<file path="src/rtl/can_err_frame_pkg.sv">
// Shared state encoding, default frame timing and a small helper for the
// CAN error/overload frame generator.
package can_err_frame_pkg;

  typedef enum logic [2:0] {
    IDLE     = 3'd0,
    ACT_FLAG = 3'd1,
    PAS_FLAG = 3'd2,
    WAIT_REC = 3'd3,
    DELIM    = 3'd4
  } err_state_e;

  localparam int CNT_W           = 4;
  localparam int DEF_FLAG_LEN    = 6;
  localparam int DEF_DELIM_LEN   = 8;
  localparam int DEF_DOM_SEQ_LEN = 8;

  // Any of the five detector error pulses.
  function automatic logic any_error(input logic [4:0] i_errs);
    return |i_errs;
  endfunction

endpackage

</file>
<file path="src/rtl/can_error_frame_gen.sv">
// CAN error / overload frame generator. Runs at bit rate: every transition and
// every tx_bit change happens on a clk edge qualified by sample_point. Produces
// the feedback pulses (dominant after flag, 8-dominant sequences) consumed by
// the error counters, plus delimiter-violation and frame-complete pulses.
module can_error_frame_gen
  import can_err_frame_pkg::*;
#(
  parameter int FLAG_LEN    = DEF_FLAG_LEN,
  parameter int DELIM_LEN   = DEF_DELIM_LEN,
  parameter int DOM_SEQ_LEN = DEF_DOM_SEQ_LEN
) (
  input  logic i_clk,
  input  logic i_rst,
  input  logic i_sample_point,
  input  logic i_rx_bit,
  input  logic i_bit_error,
  input  logic i_stuff_error,
  input  logic i_crc_error,
  input  logic i_form_error,
  input  logic i_ack_error,
  input  logic i_error_passive,
  input  logic i_bus_off,
  input  logic i_overload_request,
  output logic o_tx_bit,
  output logic o_tx_active,
  output logic o_err_frame_busy,
  output logic o_is_overload,
  output logic o_dominant_after_flag,
  output logic o_dom_seq,
  output logic o_delim_error,
  output logic o_frame_done
);

  localparam logic [CNT_W-1:0] CNT_ZERO  = CNT_W'(0);
  localparam logic [CNT_W-1:0] CNT_ONE   = CNT_W'(1);
  localparam logic [CNT_W-1:0] FLAG_END  = CNT_W'(FLAG_LEN);
  localparam logic [CNT_W-1:0] EQ_END    = CNT_W'(FLAG_LEN - 1);
  localparam logic [CNT_W-1:0] DELIM_END = CNT_W'(DELIM_LEN - 1);
  localparam logic [CNT_W-1:0] DOM_END   = CNT_W'(DOM_SEQ_LEN - 1);

  err_state_e       r_state, w_state;
  logic [CNT_W-1:0] r_bit_cnt, w_bit_cnt;
  logic [CNT_W-1:0] r_eq_cnt, w_eq_cnt;
  logic [CNT_W-1:0] r_dom_cnt, w_dom_cnt;
  logic [CNT_W-1:0] r_delim_cnt, w_delim_cnt;
  logic r_last, w_last;
  logic r_first, w_first;
  logic r_pending, w_pending;
  logic r_is_overload, w_is_overload;
  logic r_tx_bit, w_tx_bit;
  logic r_tx_active, w_tx_active;
  logic r_busy;
  logic r_dom_after_flag, w_dom_after_flag;
  logic r_dom_seq, w_dom_seq;
  logic r_delim_error, w_delim_error;
  logic r_frame_done, w_frame_done;
  logic w_err_any;

  assign w_err_any = any_error({i_bit_error, i_stuff_error, i_crc_error,
                                i_form_error, i_ack_error});

  // Next-state, counter and output decode; pulses default low every clk.
  always_comb begin
    w_state          = r_state;
    w_bit_cnt        = r_bit_cnt;
    w_eq_cnt         = r_eq_cnt;
    w_dom_cnt        = r_dom_cnt;
    w_delim_cnt      = r_delim_cnt;
    w_last           = r_last;
    w_first          = r_first;
    w_pending        = r_pending;
    w_is_overload    = r_is_overload;
    w_tx_bit         = r_tx_bit;
    w_tx_active      = r_tx_active;
    w_dom_after_flag = 1'b0;
    w_dom_seq        = 1'b0;
    w_delim_error    = 1'b0;
    w_frame_done     = 1'b0;
    if (i_bus_off) begin
      // Bus-off silences the node and forgets anything in flight.
      w_state       = IDLE;
      w_tx_bit      = 1'b1;
      w_tx_active   = 1'b0;
      w_pending     = 1'b0;
      w_is_overload = 1'b0;
      w_first       = 1'b0;
      w_last        = 1'b0;
      w_bit_cnt     = CNT_ZERO;
      w_eq_cnt      = CNT_ZERO;
      w_dom_cnt     = CNT_ZERO;
      w_delim_cnt   = CNT_ZERO;
    end else if (!i_sample_point) begin
      // Between sample points only an error seen while idle is remembered.
      if (r_state == IDLE) begin
        w_pending = r_pending | w_err_any;
      end else begin
        w_pending = r_pending;
      end
    end else begin
      case (r_state)
        IDLE: begin
          if (w_err_any | r_pending) begin
            w_pending     = 1'b0;
            w_is_overload = 1'b0;
            if (i_error_passive) begin
              w_state     = PAS_FLAG;
              w_tx_bit    = 1'b1;
              w_tx_active = 1'b0;
              w_eq_cnt    = CNT_ONE;
              w_last      = i_rx_bit;
            end else begin
              w_state     = ACT_FLAG;
              w_tx_bit    = 1'b0;
              w_tx_active = 1'b1;
              w_bit_cnt   = CNT_ONE;
            end
          end else if (i_overload_request) begin
            w_state       = ACT_FLAG;
            w_is_overload = 1'b1;
            w_tx_bit      = 1'b0;
            w_tx_active   = 1'b1;
            w_bit_cnt     = CNT_ONE;
          end else begin
            w_state = IDLE;
          end
        end
        ACT_FLAG: begin
          if (r_bit_cnt == FLAG_END) begin
            w_state     = WAIT_REC;
            w_tx_bit    = 1'b1;
            w_tx_active = 1'b0;
            w_first     = 1'b1;
            w_dom_cnt   = CNT_ZERO;
          end else begin
            w_bit_cnt = r_bit_cnt + CNT_ONE;
          end
        end
        PAS_FLAG: begin
          // A passive flag completes once FLAG_LEN equal bus bits are seen.
          if (i_rx_bit != r_last) begin
            w_eq_cnt = CNT_ONE;
            w_last   = i_rx_bit;
          end else if (r_eq_cnt == EQ_END) begin
            w_state   = WAIT_REC;
            w_first   = 1'b1;
            w_dom_cnt = CNT_ZERO;
          end else begin
            w_eq_cnt = r_eq_cnt + CNT_ONE;
          end
        end
        WAIT_REC: begin
          if (i_rx_bit) begin
            w_state     = DELIM;
            w_delim_cnt = CNT_ONE;
            w_first     = 1'b0;
          end else begin
            w_dom_after_flag = r_first & ~r_is_overload;
            w_first          = 1'b0;
            if (r_dom_cnt == DOM_END) begin
              w_dom_seq = 1'b1;
              w_dom_cnt = CNT_ZERO;
            end else begin
              w_dom_cnt = r_dom_cnt + CNT_ONE;
            end
          end
        end
        DELIM: begin
          if (!i_rx_bit) begin
            // Dominant inside the delimiter restarts with an error flag at once.
            w_delim_error = 1'b1;
            w_delim_cnt   = CNT_ZERO;
            w_pending     = 1'b0;
            w_is_overload = 1'b0;
            if (i_error_passive) begin
              w_state     = PAS_FLAG;
              w_tx_bit    = 1'b1;
              w_tx_active = 1'b0;
              w_eq_cnt    = CNT_ONE;
              w_last      = i_rx_bit;
            end else begin
              w_state     = ACT_FLAG;
              w_tx_bit    = 1'b0;
              w_tx_active = 1'b1;
              w_bit_cnt   = CNT_ONE;
            end
          end else if (r_delim_cnt == DELIM_END) begin
            w_state       = IDLE;
            w_frame_done  = 1'b1;
            w_is_overload = 1'b0;
            w_delim_cnt   = CNT_ZERO;
          end else begin
            w_delim_cnt = r_delim_cnt + CNT_ONE;
          end
        end
        default: begin
          w_state     = IDLE;
          w_tx_bit    = 1'b1;
          w_tx_active = 1'b0;
        end
      endcase
    end
  end

  // State, counter and output registers with synchronous reset.
  always_ff @(posedge i_clk) begin
    if (i_rst) begin
      r_state          <= IDLE;
      r_bit_cnt        <= CNT_ZERO;
      r_eq_cnt         <= CNT_ZERO;
      r_dom_cnt        <= CNT_ZERO;
      r_delim_cnt      <= CNT_ZERO;
      r_last           <= 1'b0;
      r_first          <= 1'b0;
      r_pending        <= 1'b0;
      r_is_overload    <= 1'b0;
      r_tx_bit         <= 1'b1;
      r_tx_active      <= 1'b0;
      r_busy           <= 1'b0;
      r_dom_after_flag <= 1'b0;
      r_dom_seq        <= 1'b0;
      r_delim_error    <= 1'b0;
      r_frame_done     <= 1'b0;
    end else begin
      r_state          <= w_state;
      r_bit_cnt        <= w_bit_cnt;
      r_eq_cnt         <= w_eq_cnt;
      r_dom_cnt        <= w_dom_cnt;
      r_delim_cnt      <= w_delim_cnt;
      r_last           <= w_last;
      r_first          <= w_first;
      r_pending        <= w_pending;
      r_is_overload    <= w_is_overload;
      r_tx_bit         <= w_tx_bit;
      r_tx_active      <= w_tx_active;
      r_busy           <= (w_state != IDLE);
      r_dom_after_flag <= w_dom_after_flag;
      r_dom_seq        <= w_dom_seq;
      r_delim_error    <= w_delim_error;
      r_frame_done     <= w_frame_done;
    end
  end

  assign o_tx_bit              = r_tx_bit;
  assign o_tx_active           = r_tx_active;
  assign o_err_frame_busy      = r_busy;
  assign o_is_overload         = r_is_overload;
  assign o_dominant_after_flag = r_dom_after_flag;
  assign o_dom_seq             = r_dom_seq;
  assign o_delim_error         = r_delim_error;
  assign o_frame_done          = r_frame_done;

endmodule

</file>
<file path="config.mk">
export PLATFORM = sky130hd
export DESIGN_NAME = can_error_frame_gen
export DESIGN_NICKNAME = d
export VERILOG_FILES = /design/src/rtl/can_err_frame_pkg.sv /design/src/rtl/can_error_frame_gen.sv
export SDC_FILE = /design/constraint.sdc
export NUM_CORES = 1
export LEC_CHECK = 0
export BUFFER_PORTS_ARGS = -buffer_cell sky130_fd_sc_hd__buf_2
export CORE_MARGIN = 3
export CORE_UTILIZATION = 40
export DETAILED_ROUTE_END_ITERATION = 6
export SYNTH_ARGS = -nofsm -noshare
export SYNTH_HDL_FRONTEND = slang
export SYNTH_SLANG_ARGS = --single-unit
</file>
<file path="constraint.sdc">
create_clock -name i_clk -period 1.81 [get_ports i_clk]
set_input_delay 0.0905 -clock i_clk [delete_from_list [all_inputs] [get_ports i_clk]]
set_output_delay 0.0905 -clock i_clk [all_outputs]
set_load 0.005 [all_outputs]
</file>
-- Word level (Yosys, flattened, before mapping)
Cells that the tools add are included.
- $add $sub $neg: 4
- equality and inequality tests: 25
- muxes and demuxes: 67
- bitwise gates (word level): 8
- reductions and logical operators: 23
- operators with widths (kind ; count):
    two-way mux 4 bit ; 18
    one-hot mux 4 bit (3 select lines) ; 3
    two-way mux 1 bit ; 28
    two-way mux 3 bit ; 9
    != test 2 bit (second input constant) ; 10
    AND reduction 5 bit ; 4
    adder 4 x 1 -> 4 bit (second input constant) ; 4
    == test 4 x 3 -> 1 bit (second input constant) ; 4
    one-hot mux 3 bit (5 select lines) ; 1
    OR reduction 5 bit ; 3
    nonzero test 3 bit ; 4
    != test 3 bit (second input constant) ; 3
    one-hot mux 1 bit (4 select lines) ; 2
    one-hot mux 4 bit (2 select lines) ; 1
    AND reduction 4 bit ; 2
    AND reduction 7 bit ; 1
    == test 3 x 2 -> 1 bit (second input constant) ; 2
    != test 3 x 2 -> 1 bit (second input constant) ; 2
    inverter 1 bit ; 6
    one-hot mux 1 bit (3 select lines) ; 2
    AND reduction 6 bit ; 1
    nonzero test 2 bit ; 3
    one-hot mux 1 bit (2 select lines) ; 2
    OR reduction 2 bit ; 2
    other kinds (10) ; 10
- register bits: 30

-- Depth between registers and ports, before layout
Gate-level depths: netlist (run 1).
- word-level depth: 7
- mapped depth: 7
- depth with buffers taken out: 7

-- Worst setup path before layout (run 1)
OpenSTA, ideal clock, no wires.
- path type: register to register
- start: register r_pending
- end: register r_bit_cnt[2]
- library setup time: 116 ps
- arrival time: 1491 ps
- path slack: 202 ps
- cell stages (with the launch flop): 6
- cells stage by stage: dfxtp_1 > nor4_4 > a21oi_1 > o21a_1 > or3_1 > a31o_2
- word-level cells in the longest chain between the ends: 3
- elaborated cells on any way between the ends: 5
- classes of those cells: eq/ne (1); mux (2); bitwise (1); reduce/logical (1)
- RTL lines (element ; line ; RTL):
    from (decl) ; can_error_frame_gen.sv:48 ; logic r_pending, w_pending;
    from (signal assigned) ; can_error_frame_gen.sv:231 ; r_pending <= w_pending;
    bitwise OR 1 bit (*) ; can_error_frame_gen.sv:102 ; if (w_err_any | r_pending) begin
    != test 3 x 2 -> 1 bit (no line) or two-way mux 4 bit (tied branches) ; - ;
    AND reduction 5 bit (no line) or one-hot mux 4 bit (3 select lines) (tied branches) ; - ;
    to (signal assigned) ; can_error_frame_gen.sv:225 ; r_bit_cnt <= w_bit_cnt;
    to (decl) ; can_error_frame_gen.sv:42 ; logic [CNT_W-1:0] r_bit_cnt, w_bit_cnt;
Every way passes the cells marked *; elsewhere a longest branch is shown, timed or not.
A chain may end at the register's enable or synchronous reset.

-- Worst setup path in the final report (run 1)
- start: register r_eq_cnt[1]
- end: register r_busy (netlist: o_err_frame_busy)
- word-level cells in the longest chain between the ends: 7
- RTL lines (element ; line ; RTL):
    from (decl) ; can_error_frame_gen.sv:43 ; logic [CNT_W-1:0] r_eq_cnt, w_eq_cnt;
    from (signal assigned) ; can_error_frame_gen.sv:226 ; r_eq_cnt <= w_eq_cnt;
    == test 4 x 3 -> 1 bit ; can_error_frame_gen.sv:143 ; end else if (r_eq_cnt == EQ_END) begin
    two-way mux 3 bit ; can_error_frame_gen.sv:143 ;
    two-way mux 3 bit ; can_error_frame_gen.sv:140 ; if (i_rx_bit != r_last) begin
    one-hot mux 3 bit (5 select lines) ; can_error_frame_gen.sv:100 ; case (r_state)
    two-way mux 3 bit ; can_error_frame_gen.sv:92 ; end else if (!i_sample_point) begin
    two-way mux 3 bit ; can_error_frame_gen.sv:79 ; if (i_bus_off) begin
    nonzero test 3 bit ; can_error_frame_gen.sv:235 ; r_busy <= (w_state != IDLE);
    to (signal assigned) ; can_error_frame_gen.sv:235 ;
    to (decl) ; can_error_frame_gen.sv:52 ; logic r_busy;
Every way passes these cells.

==> reports/results.ini, run 1 <==
[setup_path]
worst-setup-path-type = register to register
critical_path_arrival_ns = 1.85
cp_slowest_cell = or4_1
crit_path_start = r_eq_cnt[1]
worstPathMaxFanout = 4
cp-start-kind = register
crit_required_ns = 1.98
path_cells = inv_1, ha_1, a41oi_2, o32a_1, a31oi_1, or4_1
r2r_start = r_eq_cnt[1]
endpoint_kind = register
max_stage_delay_ns = 0.40

[synth]
yosysTopAreaCell = dfxtp_1
synthCells = 205
syn-cell-area_um2 = 1740
synth.distinct_cells = 53
yosysTopAreaCellShare_pct = 34.6
synth_seq_cells = 30
ys_warn_count = 0
synth-main-ff-cell = dfxtp_1
synth_nets = 223
synth_edf_count = 0
async_reset_ff_share_pct = 0
synth-seq-area-share_pct = 34.6
syn_area_per_cell_um2 = 8.47
yosys-top-cells-area = dfxtp_1, ha_1, o21ai_0, nand2_1, a21oi_1

[timing]
fmax_mhz = 597
relSlewSlack_pct = 71.7
period_share_pct = 92.5
fin_crit_ns = 1.67
finalMaxSlewViolations = 0
finalHoldViolations = 0
fin_skew_ns = 0.00380
setup_slack_ns = 0.135
setup_viol = 0
tightest_slew_ns = 0.424

[route]
wl_per_cell_um = 14.2
vias = 1611
routed_wl_mm = 4.14
initialDrtViolationCount = 60
ant_nets = 0
vias_per_cell = 5.54
drc = 0
drt_first_pass_iters = 4

[power]
p_leak_nw = 0.837
max-vdd-ir-drop_mv = 0.441
powerDensity_nw_per_um2 = 796

[floorplanning]
die_h_um = 71.9
row_count = 23
num_io_pins = 20
fp.dieArea_um2 = 5160
fp.dieW_um = 71.9
core_area_um2 = 4090
start_util_pct = 42.5

[hold_path]
hold_class = input port to register
min_from = i_overload_request

[clock_tree]
numCtsBuffers = 5
hold_buffers = 0
htreeDepth = 2
cts.sinks = 30
cts.clk_slew.worst_paths_ns = 0.07
cts_tree = built
clock_latency_ns = 0.29
cts-root-buf = clkbuf_8
clockBufferDepth = 2

[final_layout]
final_nets = 258
fin_area_um2 = 2130
area_delta_synth_final_pct = 23.0
insertedDiodeCount = 0
drive_above_1_share_pct = 28.2
finalNonFillerCells = 291

[flow_run]
cap_violations = 0

[placed_design]
port_buffers = 19
pre_cts_ws_ns = 0.0421
place_area_um2 = 1960
place_congestion = 0.848
dp_hpwl_mm = 2.93
dp.cells = 280

[grt]
grt_first_pass_wirelength_mm = 7.29
grt_pass1_vias = 1507
antenna_found_initial = 0
grt_max_degree = 21
grt_use_total_pct = 18.0
overflow = 0

[outcome]
status = completed

==> cell type report <==
type | count | area (um^2)
Inverter | 5 | 18.8
Fill cell | 401 | 1950
Tap cell | 50 | 62.6
Clock inverter | 2 | 60.1
Multi-Input combinational cell | 158 | 1050
Timing Repair Buffer | 40 | 256
Sequential cell | 30 | 602
Clock buffer | 6 | 82.6
==> layer usage <==
metal | global-route usage, % | part of all wire (%) | wire length (um)
met5 | 0 | 0 | 0
met3 | 5.61 | 5.8 | 239
met2 | 25.1 | 42 | 1750
met1 | 26.2 | 50 | 2090
met4 | 6.05 | 1.6 | 68
==> stage by stage <==
step                      hold WS (ns)  total power [mW]  util (%)   TNS, ns
final                            0.156              1.70      52.2         0
after global routing             0.159              1.76      52.2  -0.00255
after CTS                        0.147              1.71      51.4         0
after detailed placement         0.459             0.848      47.9         0
after global placement           0.449             0.849      47.9         0
after floorplan                  0.267             0.795         -         0
==> logic make-up (layout without fill, tap and decap cells) <==
logic type / count (synthesis) / count (layout) / synth area share (%)
AOI/OAI and AO/OA: 58 / 58 / 24.3
xor gates and xnor gates: 1 / 1 / 0.938
adders and majority gates: 6 / 6 / 4.33
buffers and inverters: 17 / 53 / 5.19
DFF: 30 / 30 / 34.6
and+or+nand+nor: 93 / 93 / 30.6
==> placed cells by master, fill, tap and decap left out, types with 2 or more instances in the layout <==
master and instances:
buf_2 19, nand2_2 2, a211oi_1 2, a31oi_1 4, buf_4 20, a32o_1 3
nor3b_1 4, nand4_1 2, inv_1 5, ha_1 6, o211a_1 2, nor3_1 5
nand2_1 18, nor2b_1 2, o21ai_0 15, or2_2 4, dfxtp_1 29, nor4_1 3
o21a_1 2, a41oi_2 2, a21oi_1 14, nand3_1 11, clkbuf_8 6, a31o_2 2
nand2b_1 3, nand4b_1 3, bufinv_16 2, or3_1 4, nand3b_1 6, nor2_1 15
==> power by group <==
group | total [mW] | internal, mW | switching [mW]
registers | 0.679 | 0.670 | 0.00885
logic | 0.159 | 0.0646 | 0.0939
clock network | 0.862 | 0.587 | 0.275
==> critical path: cells and delay by family, from the launching register on <==
kind	cells	cell delay, ns
and+or+nand+nor	1	0.40
buffers and inverters	1	0.06
AOI/OAI and AO/OA	3	0.53
DFF	1	0.37
adders and majority gates	1	0.20
==> final timing paths <==
check | cells after the start | slack (ns) | to
setup / recovery | 6 | 0.14 | o_err_frame_busy
hold / removal | 3 | 0.16 | r_state[0]
setup reg to reg | 6 | 0.14 | o_err_frame_busy
hold reg to reg | 1 | 0.47 | o_dom_seq
==> repair_timing <==
| action | CTS | global route |
|---|---|---|
| gates resized for setup | 0 | 4 |
| setup buffers | 0 | 3 |
| setup endpoints to repair | 0 | 13 |
| endpoints found under the hold margin | 0 | 0 |
==> Yosys cell counts (2+ instances only) <==
cell / n
a41oi_2: 2
dfxtp_1: 30
o21ai_0: 15
nand2_1: 19
nor2_1: 15
or2_2: 4
a31o_2: 2
buf_4: 4
a211oi_1: 2
nand3b_1: 6
nand4b_1: 3
ha_1: 6
a32o_1: 3
nand4_1: 2
a21oi_1: 14
buf_2: 3
o21a_1: 2
clkbuf_1: 4
nand3_1: 11
nor3_1: 6
nor2b_1: 2
nor4_1: 3
o211a_1: 2
or3_1: 4
inv_1: 5
a31oi_1: 4
nor3b_1: 4
nand2b_1: 3
==> state kept, by name, summed over array words and instances (netlist names), 3 cells and up <==
| name | flops |
|---|---|
| r_dom_cnt | 4 |
| r_state | 3 |
| r_bit_cnt | 4 |
| r_delim_cnt | 4 |
| r_eq_cnt | 4 |
Note: power is estimated with default switching activity, not from simulation.
==> inputs of run 2 (changes only) <==
Settings changed: REMOVE_ABC_BUFFERS from default to 1.
==> reports/results.ini, run 2 (synthesis gave the netlist of run 1 again) <==
[timing]
rsz0062_at_grt = false
setup_slack_ns = 0.146
period_share_pct = 91.9
setup_viol = 0
fin_skew_ns = 0.00658
fmax_mhz = 601
tightest_slew_ns = 0.441
relSlewSlack_pct = 70.6
finalSetupTns_ns = 0
finalMaxSlewViolations = 0
finalHoldViolations = 0
fin_crit_ns = 1.66

[setup_path]
worst-path-buf-inv = 1
cp_slowest_cell = or3b_4
cp-start-kind = register
path_cells = buf_4, or3b_4, o21ai_2, nand2_2, or3_1, a21oi_1
worst-setup-path-type = register to register
cp_top_family = simple AND/OR/NAND/NOR gates
crit_required_ns = 2.02
endpoint_kind = register
critical_path_arrival_ns = 1.87
worstPathMaxFanout = 15
max_stage_delay_ns = 0.43

[floorplanning]
row_count = 23
num_io_pins = 20
fp.dieArea_um2 = 5160
fp.dieW_um = 71.9
core_area_um2 = 4090
die_h_um = 71.9
start_util_pct = 42.5

[clock_tree]
cts-root-buf = clkbuf_8
clock_latency_ns = 0.27
cts_setup_buffers = 0
cts.clk_slew.worst_paths_ns = 0.07
htreeDepth = 2
clockBufferDepth = 2
cts_tree = built
numCtsBuffers = 5
cts.sinks = 30

[power]
p_total_mw = 1.37
powerDensity_nw_per_um2 = 669
max-vdd-ir-drop_mv = 0.383
p_leak_nw = 0.783

[final_layout]
drive_above_1_share_pct = 25.6
final_cell_mix = dfxtp_1, nand2_1, buf_2
nFillCells = 418
mostFrequentLayoutCell = dfxtp_1
insertedDiodeCount = 0
final_nets = 253
fin_area_um2 = 2040
fin_util_pct = 50.0
area_delta_synth_final_pct = 17.7

[route]
vias = 1581
vias_per_cell = 5.57
initialDrtViolationCount = 125
routed_wl_mm = 3.96
ant_nets = 0
wl_per_cell_um = 14.0
drc = 0
drt_first_pass_iters = 4

[grt]
grt_max_degree = 21
grt_first_pass_wirelength_mm = 6.90
overflow = 0
antenna_found_initial = 0
grtUsageMet1_pct = 24.7
use_met2_pct = 24.5
grt.busiest_layer = met1
grtUsageMet3_pct = 4.07
grt_use_total_pct = 16.7
grt_pass1_vias = 1475

[placed_design]
place_area_um2 = 1950
port_buffers = 19
dp_hpwl_mm = 2.90
pre_cts_ws_ns = 0.100
place_congestion = 0.788

[outcome]
status = completed

[flow_run]
cap_violations = 0

[hold_path]
hold_class = input port to register

-- run 2: cell count changes in the layout (fill, tap and decap cells not counted) --
| cell | change |
|---|---|
| buf_4 | -5 |
| bufinv_16 | -2 |
| buf_12 | +1 |
| buf_6 | -1 |
| nand2_1 | +1 |
| nand2_2 | -1 |
-- run 2: worst paths after layout --
kind / from / end / slack (ns) / depth (start not counted)
max: r_state[2] / r_delim_cnt[1] / 0.15 / 6
min: i_overload_request / r_state[0] / 0.17 / 3
max reg2reg: r_state[2] / r_delim_cnt[1] / 0.15 / 6
min reg2reg: r_dom_cnt[3] / o_dom_seq / 0.47 / 1
-- run 2: through the flow --
stage / instances / hold slack, ns
after global placement: 278 / 0.460
after floorplan: 193 / 0.203
after CTS: 284 / 0.170
after detailed placement: 278 / 0.458
final: 284 / 0.174
after global routing: 284 / 0.213
-- run 2: report_power, final --
| part | switching, mW | internal, mW | leakage [nW] |
|---|---|---|---|
| Sequential | 0.00987 | 0.670 | 0.243 |
| Combinational | 0.0913 | 0.0650 | 0.497 |
| Clock | 0.239 | 0.293 | 0.0431 |
| Total | 0.340 | 1.03 | 0.783 |
-- run 2: worst min-delay path, cell delays in order --
cell     delay [ns]
buf_2          0.14
nand3_1        0.08
a31oi_1        0.09
-- run 2: layout make-up --
| cell class | count | area [um^2] | area share (%) |
|---|---|---|---|
| inverter | 5 | 18.8 | 0.919 |
| timing repair buffer | 35 | 228 | 11.1 |
| multi-input combinational | 158 | 1050 | 51.4 |
| sequential | 30 | 602 | 29.5 |
| tap | 50 | 62.6 | 3.06 |
| clock buffer | 6 | 82.6 | 4.04 |
-- run 2: per-layer routing --
metal / up-vias / part of all wire (%)
met2: 32 / 43
met5: - / 0
met1: 731 / 52
li1: 816 / -
met3: 2 / 4.6
met4: 0 / 0.50
-- run 2: repair_timing --
item / in CTS / in global routing
setup endpoints to repair: 0 / 11
hold buffers: 0 / 0
gates resized for setup: 0 / 2
==> inputs of run 3 (changes only) <==
Settings changed: BUFFER_PORTS_ARGS -buffer_cell sky130_fd_sc_hd__buf_2 to -buffer_cell sky130_fd_sc_hd__buf_4, CORE_MARGIN 3 to 5.
==> reports/results.ini, run 3 (synthesis gave the netlist of run 1 again) <==
[final_layout]
regArea_um2 = 603
insertedDiodeCount = 0
multiInputGateArea_um2 = 1050
drive_above_1_share_pct = 26.0
mostFrequentLayoutCell = buf_4
nFillCells = 447
final_nets = 252
final_cell_mix = buf_4, dfxtp_1, nand2_1
fin_area_um2 = 2080
area_delta_synth_final_pct = 20.0
finalNonFillerCells = 287

[timing]
finalHoldViolations = 0
whs_ns = 0.125
fin_skew_ns = 0.00405
fin_crit_ns = 1.73
finalMaxSlewViolations = 0
rsz0062_at_grt = false
tightest_slew_ns = 0.434
fmax_mhz = 580
setup_viol = 0
finalSetupTns_ns = 0
relSlewSlack_pct = 70.9
period_share_pct = 95.3

[floorplanning]
row_count = 24
core_area_um2 = 4290
fp.dieArea_um2 = 5760
fp.dieW_um = 75.9
num_io_pins = 20
start_util_pct = 40.4
die_h_um = 75.9

[route]
drc = 0
initialDrtViolationCount = 115
vias = 1592
routed_wl_mm = 4.10
ant_nets = 0
wl_per_cell_um = 14.3
vias_per_cell = 5.55
drt_first_pass_iters = 4

[clock_tree]
clockBufferDepth = 2
htreeDepth = 2
cts-root-buf = clkbuf_8
clock_latency_ns = 0.28
cts.clk_slew.worst_paths_ns = 0.07
cts_tree = built
cts.sinks = 30
numCtsBuffers = 5

[grt]
grt_pass1_vias = 1462
antenna_found_initial = 0
grt_first_pass_wirelength_mm = 6.84
grt_use_total_pct = 15.8
grt_max_degree = 19
overflow = 0

[placed_design]
port_buffers = 19
dp.cells = 279
place_congestion = 0.828
dp_hpwl_mm = 3.04
place_area_um2 = 1980

[setup_path]
worst-path-buf-inv = 0
cp-start-kind = register
cp_slowest_cell = nor4_4
cp_top_family = simple AND/OR/NAND/NOR gates
path_cells = nor4_4, a21oi_1, o21a_1, or3_1, a31o_2
endpoint_kind = register
critical_path_arrival_ns = 1.91
crit_required_ns = 1.99
max_stage_delay_ns = 0.36
worst-setup-path-type = register to register
worstPathMaxFanout = 5

[flow_run]
cap_violations = 0

[power]
p_leak_nw = 0.791
max-vdd-ir-drop_mv = 0.317
powerDensity_nw_per_um2 = 677
p_total_mw = 1.41

[outcome]
status = completed

[hold_path]
hold_class = input port to register

## run 3: where the power goes
part	total, mW	switching (mW)	internal, mW
clock network	0.571	0.265	0.307
registers	0.680	0.00992	0.670
logic	0.160	0.0902	0.0698
total	1.41	0.365	1.05
## run 3: worst paths after layout
| check | startpoint | end | slack (ns) | cells after the start |
|---|---|---|---|---|
| max | r_pending | r_bit_cnt[2] | 0.08 | 5 |
| min | i_rst | r_state[0] | 0.13 | 4 |
| max reg2reg | r_pending | r_bit_cnt[2] | 0.08 | 5 |
| min reg2reg | r_dom_cnt[3] | o_dom_seq | 0.47 | 1 |
## run 3: layout make-up
cell class | count | share of cell area, %
Tap cell | 52 | 3.12
Sequential cell | 30 | 28.9
Clock inverter | 1 | 0.240
Clock buffer | 7 | 4.14
Multi-Input combinational cell | 158 | 50.4
Timing Repair Buffer | 34 | 12.3
Inverter | 5 | 0.901
## run 3: worst reg2reg max path, stage by stage, from the launching register on
cell and delay, ns:
dfxtp_1 0.33, nor4_4 0.36, a21oi_1 0.15, o21a_1 0.20, or3_1 0.33, a31o_2 0.25
## run 3: routing by layer
| layer | GRT usage (%) | up-vias | part of all wire (%) | wire length [um] |
|---|---|---|---|---|
| met3 | 4.49 | 6 | 4.6 | 188 |
| met2 | 25.1 | 30 | 45 | 1830 |
| met5 | 0 | - | 0 | 0 |
| met1 | 20.2 | 739 | 49 | 2020 |
| met4 | 5.83 | 0 | 1.6 | 67 |
| li1 | - | 817 | - | - |
## run 3: metrics by stage
stage	utilization [%]	setup slack [ns]
final	48.5	0.0846
after global routing	48.5	0.00309
after CTS	48.3	0.0676
after detailed placement	46.2	0.0777
after global placement	46.2	0.106
after floorplan	-	-0.00190
## run 3: repair_timing
item                       CTS  global route
hold buffers                 0             0
setup endpoints to repair    0             5
buffers inserted             0             0
gates resized for setup      0             3
